===== src/rtl/error_combiner_pkg.sv =====
// error_combiner_pkg: widths, tree depth and saturation bounds shared by the error combiner.
package error_combiner_pkg;
  function automatic int tree_depth(input int n);
    return (n <= 1) ? 0 : $clog2(n);
  endfunction
  function automatic int prod_width(input int ew, input int ww);
    return ew + ww;
  endfunction
  function automatic int sum_width(input int ew, input int ww, input int n);
    return ew + ww + tree_depth(n);
  endfunction
  function automatic int level_count(input int n, input int l);
    return (n + (1 << l) - 1) >> l;
  endfunction
  function automatic longint sat_max(input int ew);
    return (longint'(1) << (ew - 1)) - 1;
  endfunction
  function automatic longint sat_min(input int ew);
    return -(longint'(1) << (ew - 1));
  endfunction
endpackage


===== src/rtl/error_combiner_sat.sv =====
// error_combiner_sat: round/shift/clamp of the tree sum; ERROR_COMBINER_ROUND_EN selects round-half-up over floor.
module error_combiner_sat import error_combiner_pkg::*; #(
  parameter int SUM_WIDTH   = 11,
  parameter int ERROR_WIDTH = 5,
  parameter int WEIGHT_FRAC = 2
) (
  input  logic signed [SUM_WIDTH-1:0]   sum_i,
  output logic signed [ERROR_WIDTH-1:0] err_o,
  output logic                          sat_o
);
`ifdef ERROR_COMBINER_ROUND_EN
  localparam logic signed [SUM_WIDTH:0] HALF = (WEIGHT_FRAC == 0) ? '0 :
    (SUM_WIDTH+1)'(1) << ((WEIGHT_FRAC == 0) ? 0 : WEIGHT_FRAC - 1);
`else
  localparam logic signed [SUM_WIDTH:0] HALF = '0;
`endif
  localparam logic signed [SUM_WIDTH:0] MAXV = (SUM_WIDTH+1)'(sat_max(ERROR_WIDTH));
  localparam logic signed [SUM_WIDTH:0] MINV = (SUM_WIDTH+1)'(sat_min(ERROR_WIDTH));
  logic signed [SUM_WIDTH:0] ext, sh;
  logic hi, lo;
  always_comb begin
    ext = {sum_i[SUM_WIDTH-1], sum_i} + HALF;
    sh = ext >>> WEIGHT_FRAC;
    hi = sh > MAXV;
    lo = sh < MINV;
    sat_o = hi | lo;
    err_o = hi ? MAXV[ERROR_WIDTH-1:0] : lo ? MINV[ERROR_WIDTH-1:0] : sh[ERROR_WIDTH-1:0];
  end
endmodule


===== src/rtl/error_combiner_pipe.sv =====
// error_combiner_pipe: pipelined weighted error combiner with shadowed weights, tree sum and saturation.
// Build option: ERROR_COMBINER_ROUND_EN enables round-half-up (default floor).
module error_combiner_pipe import error_combiner_pkg::*; #(
  parameter int NUM_CH       = 4,
  parameter int WEIGHT_WIDTH = 4,
  parameter int ERROR_WIDTH  = 5,
  parameter int WEIGHT_FRAC  = 2
) (
  input  logic                             clk_i,
  input  logic                             reset_i,
  input  logic                             weight_load_i,
  input  logic [NUM_CH*WEIGHT_WIDTH-1:0]   weights_i,
  input  logic                             valid_i,
  input  logic [NUM_CH*ERROR_WIDTH-1:0]    errors_i,
  output logic                             valid_o,
  output logic signed [ERROR_WIDTH-1:0]    error_comb_o,
  output logic                             sat_o
);
  localparam int T  = tree_depth(NUM_CH);
  localparam int PW = prod_width(ERROR_WIDTH, WEIGHT_WIDTH);
  localparam int SW = sum_width(ERROR_WIDTH, WEIGHT_WIDTH, NUM_CH);
  localparam logic [NUM_CH*WEIGHT_WIDTH-1:0] W_RST = (NUM_CH*WEIGHT_WIDTH)'(1 << WEIGHT_FRAC);
  logic [NUM_CH*WEIGHT_WIDTH-1:0] w_q, w_d;
  logic [T+1:0] vld_q, vld_d;
  logic signed [SW-1:0] lvl_q [0:T][0:NUM_CH-1];
  logic signed [SW-1:0] lvl_d [0:T][0:NUM_CH-1];
  logic signed [ERROR_WIDTH-1:0] out_q, out_d, sat_val;
  logic sat_q, sat_d, sat_c;
  always_comb begin
    w_d = weight_load_i ? weights_i : w_q;
    vld_d = {vld_q[T:0], valid_i};
    out_d = vld_q[T] ? sat_val : out_q;
    sat_d = vld_q[T] ? sat_c : sat_q;
  end
  for (genvar i = 0; i < NUM_CH; i++) begin : g_mul
    logic signed [ERROR_WIDTH-1:0]  e;
    logic signed [WEIGHT_WIDTH-1:0] w;
    logic signed [PW-1:0]           p;
    assign e = errors_i[i*ERROR_WIDTH +: ERROR_WIDTH];
    assign w = w_q[i*WEIGHT_WIDTH +: WEIGHT_WIDTH];
    assign p = PW'(e) * PW'(w);
    assign lvl_d[0][i] = valid_i ? SW'(p) : lvl_q[0][i];
  end
  // Each level halves the element count; an odd tail element passes straight through.
  for (genvar l = 1; l <= T; l++) begin : g_lvl
    localparam int N = level_count(NUM_CH, l - 1);
    for (genvar i = 0; i < NUM_CH; i++) begin : g_el
      logic signed [SW-1:0] nxt;
      if (2 * i + 1 < N) begin : g_add
        assign nxt = lvl_q[l-1][2*i] + lvl_q[l-1][2*i+1];
      end else if (2 * i < N) begin : g_pass
        assign nxt = lvl_q[l-1][2*i];
      end else begin : g_zero
        assign nxt = '0;
      end
      assign lvl_d[l][i] = vld_q[l-1] ? nxt : lvl_q[l][i];
    end
  end
  error_combiner_sat #(
    .SUM_WIDTH  (SW),
    .ERROR_WIDTH(ERROR_WIDTH),
    .WEIGHT_FRAC(WEIGHT_FRAC)
  ) u_sat (
    .sum_i(lvl_q[T][0]),
    .err_o(sat_val),
    .sat_o(sat_c)
  );
  always_ff @(posedge clk_i) begin
    if (reset_i) begin
      w_q   <= W_RST;
      vld_q <= '0;
      lvl_q <= '{default: '0};
      out_q <= '0;
      sat_q <= 1'b0;
    end else begin
      w_q   <= w_d;
      vld_q <= vld_d;
      lvl_q <= lvl_d;
      out_q <= out_d;
      sat_q <= sat_d;
    end
  end
  assign valid_o      = vld_q[T+1];
  assign error_comb_o = out_q;
  assign sat_o        = sat_q;
endmodule


===== config.mk =====
export PLATFORM = sky130hd
export DESIGN_NAME = error_combiner_pipe
export DESIGN_NICKNAME = d
export VERILOG_FILES = /design/src/rtl/error_combiner_pkg.sv /design/src/rtl/error_combiner_sat.sv /design/src/rtl/error_combiner_pipe.sv
export SDC_FILE = /design/constraint.sdc
export NUM_CORES = 1
export LEC_CHECK = 0
export CORE_MARGIN = 10
export CORE_UTILIZATION = 58
export CTS_CLUSTER_DIAMETER = 40
export DETAILED_ROUTE_END_ITERATION = 10
export HOLD_SLACK_MARGIN = 0.02
export PLACE_DENSITY_LB_ADDON = 0.15
export SETUP_SLACK_MARGIN = 0.4
export SLEW_MARGIN = 20
export SYNTH_ARGS = -nofsm -noshare
export SYNTH_HDL_FRONTEND = slang
export SYNTH_HIERARCHICAL = 1
export SYNTH_SLANG_ARGS = --single-unit

===== constraint.sdc =====
create_clock -name clk_i -period 4.33 [get_ports clk_i]
set_input_delay 0.433 -clock clk_i [delete_from_list [all_inputs] [get_ports clk_i]]
set_output_delay 0.433 -clock clk_i [all_outputs]
set_load 0.005 [all_outputs]

==> flow_summary.yaml <==
final_layout:
  final_area_sq_um: 8045
  regArea_sq_um: 1822
  area_growth_pct: 12.28
  multiInputGateArea_sq_um: 5000
  nFillCells: 1018
  diodes: 0
  drive_gt1_share_pct: 3.676
  nNetsFinal: 982
  layoutNonFillerInstCount: 984
critical_path:
  cp_slowest_cell: "fa_1"
  required_ps: 4560
  path_buf_inv: 2
  r2r_slack_ps: 670
  cp_data_arrival_time_ps: 4000
  crit_path_start_kind: "input port"
  max_stage_delay_ps: 550
  cp.depth: 13
  path_cells: "clkdlybuf4s50_1, nand2b_1, fa_1, fa_1, inv_1, fa_1, ha_1, fa_1, a21o_1, a21oi_1, xnor2_1, mux2i_1, nor2_1"
  cp-end-kind: "register"
  path_delay_family: "adder cells"
  worst-path-max-fanout: 4
  crit_type: "in -> reg"
  crit_top_cell: "fa_1"
  worstRegToRegCells: 12
global_route:
  grt_max_degree: 56
  antenna_found_initial: 0
  grtUsageMet1_pct: 22.33
  use_met2_pct: 31.24
  grt_use_met3_pct: 3.125
  grt_pass1_vias: 5858
  grt-busiest-layer: "met2"
  grt_pass1_wl_um: 26970
  grt_use_total_pct: 18.04
  overflow: 0
cts:
  cts_repair_resize_count: 0
  insertion_delay_ps: 350
  cts_hold_buffers: 0
  clockRootBuffer: "clkbuf_16"
  path_clk_slew_ps: 70
  cts-htree-levels: 3
  post-cts-setup-buffers: 0
  cts.sinks: 91
  clock_path_buffers: 2
  cts_inserted_buffers: 9
  cts_tree: "yes"
timing:
  max_freq_mhz: 264.9
  fin_setup_tns_ps: 0
  setup_slack_ps: 555.0
  fin_skew_ps: 10.89
  worst_slew_pin_slew_ps: 700.5
  period_share_pct: 87.18
  rsz0062_at_grt: "no"
  slew_viol_final: 0
  maxSlewHeadroom_pct: 53.25
  final_hold_viol_count: 0
  finalSetupViolCount: 0
  fin_crit_ps: 3775
floorplan:
  ios: 47
  die_y_um: 131.2
  start_util_pct: 59.41
  fp-row-count: 40
  dieArea_sq_um: 17200
  dieWidth_um: 131.2
  core_area_sq_um: 12060
detailed_routing:
  avgRoutedWirePerCell_um: 15.15
  num_vias: 5511
  wl_um: 14910
  via_per_inst: 5.601
  drtIter0Drc: 257
  dr.pass1.iters: 4
  drc_errors: 0
  drtAntennaViolNets: 0
synth:
  synthesis.yosys.warnings: 6
  synth_area_per_cell_sq_um: 9.198
  synth_cells: 779
  syn_area_sq_um: 7166
  synth_nets: 950
placement:
  dp.cells: 968
  placed_area_sq_um: 7741
  hpwl_um: 11760
  finalWeightedCongestion: 0.8224
  pre_cts_ws_ps: 205.9
  port_buffers: 46
pwr:
  leakagePower_nw: 3.778
  powerDensity_nw_per_um2: 287.4
  peakVddDrop_v: 0.0002118
hold_path:
  hp-class: "in -> reg"
  whs_path_depth: 2
flow_run:
  maxCapViolCount: 0
run_status:
  outcome: "completed"
## power breakdown
group	switching (mW)	total [mW]	internal (mW)
logic	0.297	0.558	0.261
clock network	0.350	0.820	0.471
registers	0.0449	0.935	0.890
## path summary, 6_finish.rpt
| kind | start | end |
|---|---|---|
| hold reg to reg | lvl_q[75] | lvl_q[75] |
| setup reg to reg | w_q[3] | lvl_q[128] |
| setup / recovery | errors_i[0] | lvl_q[128] |
| hold / removal | reset_i | lvl_q[43] |
## placed cells by master, fill, tap and decap left out, drive strengths merged, types with 27 or more instances in the layout
cell type / count
fa: 47
dfxtp: 91
a21oi: 27
ha: 84
nor2: 90
inv: 64
nand2: 36
xnor2: 28
and2: 42
clkdlybuf4s50: 43
mux2i: 51
## layout make-up
type	count	area share (%)
flip-flops and latches	91	22.64
well taps	168	2.613
clock buffers	10	2.970
clock inverters	6	0.8709
inverters	61	2.846
repair buffers	50	5.910
multi-input cells	598	62.15
## layer usage
metal / vias to the layer above / part of all wire (%)
li1: 2774 / -
met1: 2622 / 45
met2: 94 / 50
met3: 21 / 3.8
met4: 0 / 1.7
met5: - / 0
## through the flow
stage / util [%] / hold WS (ps) / total power [mW]
global route: 66.70 / 439.7 / 2.461
CTS: 66.74 / 403.4 / 2.333
global placement: 64.18 / 448.5 / 1.484
finish: 66.70 / 416.4 / 2.312
floorplan: - / 432.8 / 1.357
detailed placement: 64.18 / 459.3 / 1.509
## sequential cells by signal, summed over array words and instances (netlist names)
signal / flops
error_comb_o: 5
lvl_q: 65
sat_o: 1
vld_q: 4
w_q: 16
No activity file was read; power rests on OpenSTA's default activity.
